==> config.mk <==
export PLATFORM = sky130hd
export DESIGN_NAME = branch_resolve_unit
export DESIGN_NICKNAME = d
export VERILOG_FILES = /design/src/rtl/br_pkg.sv /design/src/rtl/br_cond_decode.sv /design/src/rtl/branch_resolve_unit.sv
export SDC_FILE = /design/constraint.sdc
export NUM_CORES = 1
export LEC_CHECK = 0
export CAP_MARGIN = 20
export CORE_MARGIN = 2
export CORE_UTILIZATION = 48
export CTS_CLUSTER_DIAMETER = 30
export DETAILED_ROUTE_END_ITERATION = 12
export GPL_ROUTABILITY_DRIVEN = 0
export PLACE_DENSITY = 0.8
export RECOVER_POWER = 25
export SETUP_SLACK_MARGIN = 0.1
export SLEW_MARGIN = 5
export SYNTH_ARGS = -nofsm -noshare
export SYNTH_HDL_FRONTEND = slang
export SYNTH_SLANG_ARGS = --single-unit
==> constraint.sdc <==
create_clock -name clk -period 2.8 [get_ports clk]
set_clock_uncertainty 0.05 [all_clocks]
set_input_delay 0.42 -clock clk [delete_from_list [all_inputs] [get_ports clk]]
set_output_delay 0.42 -clock clk [all_outputs]
set_load 0.05 [all_outputs]
==> src/rtl/br_pkg.sv <==
// Shared branch-resolve definitions: funct3 encodings, FSM states, drain defaults.
// No logic; constants and types only.
// Imported by br_cond_decode and branch_resolve_unit.
package br_pkg;

  // Conditional-branch funct3 encodings (010/011 are reserved)
  localparam logic [2:0] F3_BEQ  = 3'b000;
  localparam logic [2:0] F3_BNE  = 3'b001;
  localparam logic [2:0] F3_BLT  = 3'b100;
  localparam logic [2:0] F3_BGE  = 3'b101;
  localparam logic [2:0] F3_BLTU = 3'b110;
  localparam logic [2:0] F3_BGEU = 3'b111;

  // Redirect/flush sequencer states
  typedef enum logic [1:0] {
    ST_IDLE  = 2'd0,
    ST_REDIR = 2'd1,
    ST_DRAIN = 2'd2
  } br_state_t;

  // Drain window: up to 15 cycles, held in a 4-bit down-counter
  localparam int DRAIN_W              = 4;
  localparam int DEFAULT_DRAIN_CYCLES = 2;

endpackage

==> src/rtl/br_cond_decode.sv <==
// Branch condition decode: funct3 + comparator flags -> BrUn select, taken, illegal.
// Latency: purely combinational. No handshake.
// Ports: funct3 in; br_lt/br_eq in from comparator; br_un, taken, illegal out.
module br_cond_decode
  import br_pkg::*;
(
  input  logic [2:0] funct3,
  input  logic       br_lt,
  input  logic       br_eq,
  output logic       br_un,
  output logic       taken,
  output logic       illegal
);

  // Only the *U variants request the unsigned comparison (br_un=0).
  assign br_un = !((funct3 == F3_BLTU) || (funct3 == F3_BGEU));

  always_comb begin
    taken   = 1'b0;
    illegal = 1'b0;
    case (funct3)
      F3_BEQ:           taken = br_eq;
      F3_BNE:           taken = !br_eq;
      F3_BLT,  F3_BLTU: taken = br_lt;
      F3_BGE,  F3_BGEU: taken = !br_lt;
      default:          illegal = 1'b1;  // 010/011: never taken
    endcase
  end

endmodule

==> src/rtl/branch_resolve_unit.sv <==
// EX-stage branch resolution: checks condition against fetch prediction, issues PC redirect.
// Latency: all effects registered, visible one cycle after the resolve cycle.
// Backpressure: redirect held until redirect_ready; ex_ready=0 through redirect and drain.
// Ports: clk/rst_n; ex_* EX slot inputs; BrLt/BrEq/BrUn comparator link;
//        redirect_valid/redirect_pc/redirect_ready to IF; flush; exception pulses; perf counters.
module branch_resolve_unit
  import br_pkg::*;
#(
  parameter int XLEN         = 32,
  parameter int DRAIN_CYCLES = DEFAULT_DRAIN_CYCLES,
  parameter int CNT_W        = 32
) (
  input  logic             clk,
  input  logic             rst_n,
  input  logic             ex_valid,
  input  logic             ex_branch,
  input  logic [2:0]       ex_funct3,
  input  logic [XLEN-1:0]  ex_pc,
  input  logic [XLEN-1:0]  ex_target,
  input  logic             ex_pred_taken,
  input  logic             BrLt,
  input  logic             BrEq,
  output logic             BrUn,
  output logic             ex_ready,
  output logic             redirect_valid,
  output logic [XLEN-1:0]  redirect_pc,
  input  logic             redirect_ready,
  output logic             flush,
  output logic             misalign_exc,
  output logic             illegal_br,
  output logic [CNT_W-1:0] br_count,
  output logic [CNT_W-1:0] mispred_count
);

  localparam logic [DRAIN_W-1:0] DRAIN_LOAD = DRAIN_W'(DRAIN_CYCLES);

  br_state_t          state, state_nxt;
  logic [DRAIN_W-1:0] drain_cnt, drain_cnt_nxt;

  logic taken, illegal;
  logic resolve, misalign, mispred;

  br_cond_decode u_decode (
    .funct3  (ex_funct3),
    .br_lt   (BrLt),
    .br_eq   (BrEq),
    .br_un   (BrUn),
    .taken   (taken),
    .illegal (illegal)
  );

  // Outside IDLE the EX slot holds wrong-path instructions; they never resolve.
  assign resolve  = ex_valid && ex_branch && (state == ST_IDLE);
  // Priority: illegal > misaligned target > mispredict > correct.
  assign misalign = taken && (ex_target[1:0] != 2'b00);
  assign mispred  = !illegal && !misalign && (taken != ex_pred_taken);

  // Handshake-facing outputs come straight from the state register.
  assign ex_ready       = (state == ST_IDLE);
  assign redirect_valid = (state == ST_REDIR);
  assign flush          = (state != ST_IDLE);

  always_ff @(posedge clk or negedge rst_n) begin
    if (!rst_n) begin
      state     <= ST_IDLE;
      drain_cnt <= '0;
    end else begin
      state     <= state_nxt;
      drain_cnt <= drain_cnt_nxt;
    end
  end

  always_comb begin
    state_nxt     = state;
    drain_cnt_nxt = drain_cnt;
    case (state)
      ST_IDLE: begin
        if (resolve && mispred) state_nxt = ST_REDIR;
      end
      ST_REDIR: begin
        if (redirect_ready) begin
          if (DRAIN_LOAD == '0) begin
            state_nxt = ST_IDLE;
          end else begin
            state_nxt     = ST_DRAIN;
            drain_cnt_nxt = DRAIN_LOAD;
          end
        end
      end
      ST_DRAIN: begin
        // Each DRAIN cycle consumes one count, so DRAIN lasts exactly DRAIN_CYCLES cycles.
        drain_cnt_nxt = drain_cnt - DRAIN_W'(1);
        if (drain_cnt_nxt == '0) state_nxt = ST_IDLE;
      end
      default: begin
        state_nxt     = ST_IDLE;
        drain_cnt_nxt = '0;
      end
    endcase
  end

  // Redirect PC is captured only on mispredict, so it stays stable while REDIR waits.
  always_ff @(posedge clk or negedge rst_n) begin
    if (!rst_n) begin
      redirect_pc <= '0;
    end else if (resolve && mispred) begin
      redirect_pc <= taken ? ex_target : (ex_pc + XLEN'(4));
    end
  end

  always_ff @(posedge clk or negedge rst_n) begin
    if (!rst_n) begin
      misalign_exc <= 1'b0;
      illegal_br   <= 1'b0;
    end else begin
      misalign_exc <= resolve && !illegal && misalign;
      illegal_br   <= resolve && illegal;
    end
  end

  always_ff @(posedge clk or negedge rst_n) begin
    if (!rst_n) begin
      br_count      <= '0;
      mispred_count <= '0;
    end else if (resolve && !illegal) begin
      if (br_count != '1) br_count <= br_count + CNT_W'(1);
      if (mispred && (mispred_count != '1)) mispred_count <= mispred_count + CNT_W'(1);
    end
  end

endmodule

Word-level counts from Yosys, hierarchy flattened
Cells that the tools add are included.
Widths: inputs -> output; s select.
{"block": "classes", "n_bitwise": 1, "reduce_logical": 27, "n_eq_ne": 13, "n_addsub": 4, "muxes": 9}
{"cell": "$add 32x1->32 const B", "n": 2}
{"cell": "$ne 32x32->1 const B", "n": 2}
{"cell": "$add 32x3->32 const B", "n": 1}
{"cell": "$mux 32", "n": 1}
{"cell": "$eq 3x3->1 const B", "n": 4}
{"cell": "$pmux 4 s3", "n": 1}
{"cell": "$logic_and 1x1->1", "n": 10}
{"cell": "$mux 2", "n": 3}
{"cell": "$pmux 2 s3", "n": 1}
{"cell": "$reduce_and 2->1", "n": 3}
{"cell": "$reduce_or 6->1", "n": 1}
{"cell": "$logic_not 1->1", "n": 4}
{"cell": "$logic_not 4->1", "n": 1}
{"cell": "$mux 4", "n": 1}
{"cell": "$ne 2x1->1 const B", "n": 2}
{"cell": "$pmux 1 s4", "n": 1}
{"cell": "$reduce_bool 2->1", "n": 2}
{"cell": "$reduce_or 2->1", "n": 2}
{"cell": "$sub 4x1->4 const B", "n": 1}
{"cell": "$eq 3x1->1 const B", "n": 1}
{"cell": "$logic_not 3->1", "n": 1}
{"cell": "$reduce_and 3->1", "n": 1}
{"cell": "$eq 2x1->1 const B", "n": 1}
{"cell": "$eq 2x2->1 const B", "n": 1}
{"cell": "other kinds (6)", "n": 6}
{"block": "word_totals", "wordCells": 61, "output_inout_bits": 102, "reg_bits": 104}

Depth between registers and ports, before layout
Gate-level depths: netlist of run 1.
{"block": "logic_depth", "word_depth": 10, "depth_mapped": 9}

By module
A second synthesis of run 1 with hierarchy kept.
{"block": "unflattened", "cells_unflattened": 580, "hier_area_um2": 5680.4}
{"module": "branch_resolve_unit", "seq_area_each_um2": 2602.5, "n_inst": 1, "cells_each": 574, "area_each_um2": 5640.4}
{"module": "br_cond_decode", "seq_area_each_um2": 0.0, "n_inst": 1, "cells_each": 6, "area_each_um2": 40.0}

Worst setup path before layout of run 1
OpenSTA, ideal clock, no wires.
{"block": "synth_path", "path_kind": "register to register", "start": "reg state[0]", "end": "reg mispred_count[30]", "path_slack_ps": 145, "stages_incl_launch_ff": 9, "period_less_slack_ps": 2655, "n_path_buf": 1, "arrival_ps": 2478, "cell_sequence": "dfrtp_1 inv_1 ha_1 and3_1 nand2_1 a211o_1 buf_2 nor3_1 mux2_1"}
{"block": "synth_via", "elab_chain_len": 4}
{"item": "start, declared", "line_no": "branch_resolve_unit.sv:37", "text": "br_state_t state, state_nxt;"}
{"item": "start signal, assigned", "line_no": "branch_resolve_unit.sv:68", "text": "state <= state_nxt;"}
{"item": "$logic_not 2->1"}
{"item": "named net ex_ready", "line_no": "branch_resolve_unit.sv:24", "text": "output logic ex_ready,"}
{"item": "$logic_and 1x1->1", "line_no": "branch_resolve_unit.sv:53", "text": "assign resolve = ex_valid && ex_branch && (state == ST_IDLE);"}
{"item": "$logic_and 1x1->1", "line_no": "branch_resolve_unit.sv:125", "text": "end else if (resolve && !illegal) begin"}
{"item": "$reduce_and 2->1 (no line)"}
{"item": "end signal, assigned", "line_no": "branch_resolve_unit.sv:127", "text": "if (mispred && (mispred_count != '1)) mispred_count <= mispred_count + CNT_W'(1);"}
{"item": "end, declared", "line_no": "branch_resolve_unit.sv:32", "text": "output logic [CNT_W-1:0] mispred_count"}
The timed path passes the listed nets, and every way through them passes these cells.
A chain may end at the register's enable or synchronous reset.

Worst setup path after layout of run 1
{"block": "layout_path", "start": "reg state[1]", "end": "reg mispred_count[11]"}
{"block": "layout_via", "elab_chain_len": 4}
{"item": "$logic_not 2->1", "line_no": "branch_resolve_unit.sv:53"}
{"item": "$logic_and 1x1->1", "line_no": "branch_resolve_unit.sv:53"}
{"item": "$logic_and 1x1->1", "line_no": "branch_resolve_unit.sv:125"}
{"item": "$reduce_and 2->1 (no line)"}
Every way passes these cells.

==> impl_metrics.ini, run 1 <==
[synth]
synth_warnings = 0
synth_area_sq_um = 5870
synth_top_area_share_pct = 44.3
synth.distinct_cells = 49
synth_edf_count = 0
syn_avg_cell_area_sq_um = 9.79
syn_inst = 600
ys_ff_latch = 104
async_flop_share_pct = 100
synth_fp_nets = 683
ys.flop_type = dfrtp_1
ys_seq_area_share_pct = 44.3
synthTopCellsByArea = dfrtp_1 44%, xnor2_1 8.5%, nand2_1 5.0%
yosysTopAreaCell = dfrtp_1

[worst_setup_path]
cp.required_ns = 3.03
r2r-start = state[1]
start_kind = register
crit_path_end_kind = register
path_class = reg2reg
critPathLaunch = state[1]
worstPathMaxFanout = 18
worstPathArrival_ns = 2.67

[cts]
htree_levels = 3
postCtsSetupRepairBufs = 0
cts_tree = done
clk-insertion-delay-late_ns = 0.35
cts.repair.resized = 0
cts_hold_buf = 0
cts_made_buffers = 9
cts_root_buffer = clkbuf_16
cts_sinks = 104
clk_path_buf_depth = 2
clk_pin_slew_ns = 0.08

[cells_and_area]
nNetsFinal = 869
areaGrowthSynthToFinish_pct = 39.9
fin_area_sq_um = 8220
nFillCells = 885
utilization_pct = 68.7
drive_above_1_share_pct = 8.34
multi_input_area_sq_um = 3170
num_antenna_cells = 0
seq_area_sq_um = 2600

[routing]
ant_nets = 0
drc = 0
wl_um = 17000
drtIter0Drc = 420
via_per_inst = 5.94
post_drt_wl_per_cell_um = 18.1
drt_pass1_iterations = 5
vias = 5574

[timing]
worst_pin_slew_ns = 1.42
fmax_ghz = 0.409
fin_crit_sh_pct = 87.4
slew_headroom_pct = 5.55
min_period_ns = 2.45
drv_slew = 0
finalHoldViolations = 0
fin_tns_setup_ns = 0
setup_viol = 0
rsz0062_at_grt = no

[placed_design]
place_hpwl_um = 13000
numPortBuffers = 176
dpl_cell_area_sq_um = 7900

[grt]
antenna_found_initial = 0
grt_pass1_wl_um = 27000
track_usage_pct = 26.0
grt_max_degree = 56
grt_overflow_total = 0
grt_pass1_vias = 5485

[power]
p_leak_nw = 3.35
vdd_drop_max_uv = 742
power_density_nw_per_um2 = 755

[run_status]
status = completed

[floorplan]
io_pins = 177
start_util_pct = 49.1
die_w_um = 115
dieArea_sq_um = 13100
die_y_um = 115
core_area_sq_um = 12000
num_rows = 40

[run]
cap_violations = 0

[min_path]
hp-class = in2async
==> power breakdown <==
group          switching, mW  total, mW  internal (mW)
clock                  0.598       1.39          0.795
sequential             0.250       2.06           1.81
combinational           1.79       2.75          0.959
total                   2.64       6.20           3.56
==> Yosys cell counts (2+ instances only) <==
cell and instances:
or4_1 4, a211oi_2 2, nor2b_1 3, inv_1 10, o21ai_1 2, o22ai_1 2
xor2_1 29, or2_2 3, xnor2_1 57, ha_1 8, nor4_1 10, nor4_2 8
a2111oi_4 2, and2_1 8, buf_2 6, a21oi_1 4, nor4_4 2, mux2i_1 10
nand3_1 39, a32o_1 2, nor3_1 22, nor3b_1 3, mux2_1 2, nand2_1 79
o211ai_1 8, o21a_1 3, nand2b_1 2, nor2_1 22, a32oi_1 8, nand4_1 42
dfrtp_1 104, or3_1 4, mux2_2 5, o21ai_0 23, a211o_1 3, and3_1 16
clkbuf_1 14, and4_1 12, nand4b_1 2, a31oi_1 6
==> worst max-delay path: stages, from the launching register on <==
cell,delay [ns]
dfrtp_1,0.40
inv_1,0.09
ha_1,0.29
and3_1,0.30
nand2_1,0.10
a211o_2,0.38
buf_4,0.25
nor4b_2,0.33
xor2_1,0.18
==> path summary, 6_finish.rpt <==
| kind | slack (ns) | to | cells after the start |
|---|---|---|---|
| min in group clk | 0.43 | redirect_pc[12] | 2 |
| worst min-delay path | 0.34 | drain_cnt[0] | 1 |
| worst max register to register | 0.35 | mispred_count[11] | 8 |
| max in group asynchronous | 0.54 | redirect_pc[4] | 2 |
| worst max-delay path | 0.35 | mispred_count[11] | 8 |
| worst min register to register | 0.43 | redirect_pc[12] | 2 |
==> flip-flops by register name (all words and copies together), names as in the netlist <==
name and count:
state 2, mispred_count 32, misalign_exc 1, redirect_pc 32, br_count 32, drain_cnt 4, illegal_br 1
==> cells by family (layout without fill, tap and decap cells) <==
kind of cell             count (synthesis)  count (layout)  share of synthesized area (%)
AO/OA/AOI/OAI                           70              70                           8.80
XOR/XNOR                                86              86                           12.8
adder cells (fa/ha/maj)                  8               8                           1.70
buffers and inverters                   30             221                           2.05
flip-flops                             104             104                           44.3
multiplexers                            17              17                           3.05
AND/OR/NAND/NOR                        285             285                           27.3
==> metrics by stage <==
step	hold slack [ns]	worst slack [ns]	total power, mW	std cells
after floorplan	0.0744	0.145	3.79	600
after global placement	0.416	0.0922	4.76	922
after detailed placement	0.420	-0.0169	4.83	922
after CTS	0.0921	0.179	6.24	938
after global routing	0.449	0.0823	6.48	938
final	0.344	0.354	6.20	938
==> routing by layer <==
layer  vias to the layer above  part of all wire, %  track usage [%]  wire length (um)
met5                         -                    0                0                 0
met4                         0                  2.1             10.2               359
met3                        26                  5.6             4.34               942
met2                       211                   50             44.0              8560
met1                      2758                   42             33.3              7110
li1                       2579                    -                -                 -
==> cells in the final DEF (no fill, tap or decap), types with 5 or more instances in the layout <==
| master | count |
|---|---|
| clkdlybuf4s50_1 | 174 |
| dfrtp_1 | 104 |
| nand2_1 | 79 |
| xnor2_1 | 57 |
| nand4_1 | 42 |
| nand3_1 | 39 |
| xor2_1 | 29 |
| o21ai_0 | 23 |
| nor2_1 | 22 |
| nor3_1 | 21 |
| buf_4 | 19 |
| and3_1 | 16 |
| and4_1 | 12 |
| nor4_1 | 10 |
| inv_1 | 10 |
| mux2i_1 | 10 |
| clkbuf_16 | 9 |
| and2_1 | 8 |
| o211ai_1 | 8 |
| a32oi_1 | 8 |
| nor4_2 | 8 |
| ha_1 | 8 |
| a31oi_1 | 6 |
| mux2_2 | 5 |
==> area by class of cell <==
class	instances	area share (%)
Clock buffer	9	2.74
Clock inverter	7	1.26
Inverter	10	0.457
Multi-Input combinational cell	466	38.6
Sequential cell	104	31.7
Tap cell	147	2.24
Timing Repair Buffer	195	23.1
No activity file was read; power rests on OpenSTA's default activity.
==> run 2: changes to the inputs <==
--- a/config.mk
+++ b/config.mk
@@ -10,7 +10,6 @@
 export CORE_UTILIZATION = 48
 export CTS_CLUSTER_DIAMETER = 30
 export DETAILED_ROUTE_END_ITERATION = 12
-export GPL_ROUTABILITY_DRIVEN = 0
 export PLACE_DENSITY = 0.8
 export RECOVER_POWER = 25
 export SETUP_SLACK_MARGIN = 0.1
==> run 2 against run 1 <==
Effect of this change: die area unchanged; count of clock-buffer cells in the layout increased by 1; setup slack got worse by 0.024 ns; sequential share of layout area decreased by 0.067 points; register-to-register slack got worse by 0.02 ns; routed wire length increased by 0.68%; via count about the same; sequential power about the same; critical path depth decreased by 1; cell count decreased by 0.11%; critical endpoint is now br_count[28].
==> impl_metrics.ini, run 2 (same netlist as run 1, synthesis figures left out) <==
[worst_setup_path]
cpMostUsedCell = nand4_1
crit_path_end_kind = register
crit_path_max_incr_delay_ns = 0.55
start_kind = register
path_cells = inv_1 > ha_1 > and3_1 > nand4_1 > a2111oi_4 > nand4_1 > xnor2_1
r2r-start = state[0]
reg2regPathDepth = 7
timing.rr.end = br_count[28]
critPathLaunch = state[0]
cp.required_ns = 2.98
path_class = reg2reg
cp_slowest_cell = a2111oi_4
cp-endpoint = br_count[28]
worstPathMaxFanout = 7
worstPathArrival_ns = 2.65
rrSetupSlack_ns = 0.33

[grt]
grt_max_degree = 55
antenna_found_initial = 0
grt_pass1_wl_um = 27300
grt_pass1_vias = 5401
track_usage_pct = 26.5
grt_overflow_total = 0

[cts]
clk-insertion-delay-late_ns = 0.35
cts_tree = done
cts_made_buffers = 9
cts_sinks = 104
postCtsSetupRepairBufs = 0
cts_root_buffer = clkbuf_16
clk_pin_slew_ns = 0.07
clk_path_buf_depth = 2
htree_levels = 3

[routing]
dr.max_layer_used = met4
via_per_inst = 5.95
drtIter0Drc = 560
wl_met1_um = 6970
drc = 0
met2_length_um = 8640
wl_um = 17100
post_drt_wl_per_cell_um = 18.2
ant_nets = 0
drt_pass1_iterations = 5
met3WireLength_um = 1150
vias = 5573

[timing]
fin_tns_setup_ns = 0
finalHoldViolations = 0
fin_crit_sh_pct = 88.2
fmax_ghz = 0.405
drv_slew = 0
finalWorstSetupSlack_ns = 0.330
min_period_ns = 2.47
rsz0062_at_grt = no
worst_pin_slew_ns = 1.37
setup_viol = 0
slew_headroom_pct = 8.73

[power]
power_density_nw_per_um2 = 765
vdd_drop_max_uv = 758
p_leak_nw = 3.36

[cells_and_area]
final_cell_mix = 174 x clkdlybuf4s50_1, 104 x dfrtp_1, 79 x nand2_1, 57 x xnor2_1, 42 x nand4_1
nNetsFinal = 868
top_regs = br_count (32), mispred_count (32), redirect_pc (32)
num_antenna_cells = 0
nFillCells = 900
areaGrowthSynthToFinish_pct = 40.2
final_common_cell = clkdlybuf4s50_1
drive_above_1_share_pct = 8.23

[placed_design]
place_hpwl_um = 12800
dpl_worst_slack_ns = 0.0301
gp_congestion = 0.883
numPortBuffers = 176

[run_status]
status = completed

[floorplan]
die_y_um = 115
die_w_um = 115
core_area_sq_um = 12000
dieArea_sq_um = 13100
start_util_pct = 49.1
num_rows = 40
io_pins = 177

[run]
cap_violations = 0

[min_path]
hp-class = in2async
run 2: timing repair:
item / in CTS / in global routing
gates resized for setup: 0 / 1
setup endpoints to repair: 0 / 8
hold buffers: 0 / 0
run 2: worst min-delay path by stage:
stage                    from             end  slack, ns
4_1_cts                 rst_n    drain_cnt[3]       0.09
6_report                rst_n    drain_cnt[2]       0.31
2_1_floorplan           rst_n     br_count[0]       0.07
3_5_place_dp   redirect_pc[4]  redirect_pc[4]       0.41
5_1_grt                 rst_n    drain_cnt[2]       0.42
3_3_place_gp   redirect_pc[4]  redirect_pc[4]       0.41
run 2: report_power, final:
part	total, mW	switching [mW]	leakage (nW)	internal, mW
registers	2.06	0.255	1.38	1.81
logic	2.75	1.80	1.81	0.957
clock network	1.49	0.582	0.169	0.903
total	6.30	2.63	3.36	3.67
run 2: area by class of cell:
cell class                      instances  area [sq um]  area share, %
Multi-Input combinational cell        466          3170           38.5
Sequential cell                       104          2600           31.6
Timing Repair Buffer                  194          1890           22.9
Clock buffer                           10           239           2.90
Tap cell                              147           184           2.23
Clock inverter                          6           115           1.40
Inverter                               10          37.5          0.456
run 2: critical path: cells and delay by family (launching register included):
family	cells	cell delay [ns]
compound gates	1	0.55
xor+xnor	1	0.17
fa+ha+maj	1	0.29
buf+inv	1	0.09
flops	1	0.38
simple gates	3	0.82
run 2: per-layer routing:
metal  vias to the layer above  track usage [%]
met5                         -                0
met4                         0             7.80
met3                        22             6.41
met2                       234             44.7
met1                      2743             33.8
li1                       2574                -
run 2: per-stage QoR:
step	hold WS [ns]	power, mW	cell area, sq um	std cells	utilization (%)
5_1_grt	0.419	6.57	8230	937	68.8
3_5_place_dp	0.406	4.83	7890	921	66.0
6_report	0.309	6.30	8230	937	68.8
2_1_floorplan	0.0744	3.79	5870	600	-
3_3_place_gp	0.406	4.76	7890	921	66.0
4_1_cts	0.0868	6.32	8250	937	68.9
==> run 3: changes to the inputs <==
--- a/config.mk
+++ b/config.mk
@@ -13,6 +13,7 @@
 export PLACE_DENSITY = 0.8
 export RECOVER_POWER = 25
 export SETUP_SLACK_MARGIN = 0.1
+export SKIP_CTS_REPAIR_TIMING = 1
 export SLEW_MARGIN = 5
 export SYNTH_ARGS = -nofsm -noshare
 export SYNTH_HDL_FRONTEND = slang
==> results of run 3 <==
Final layout, timing and power as in run 2 (identical DEF).
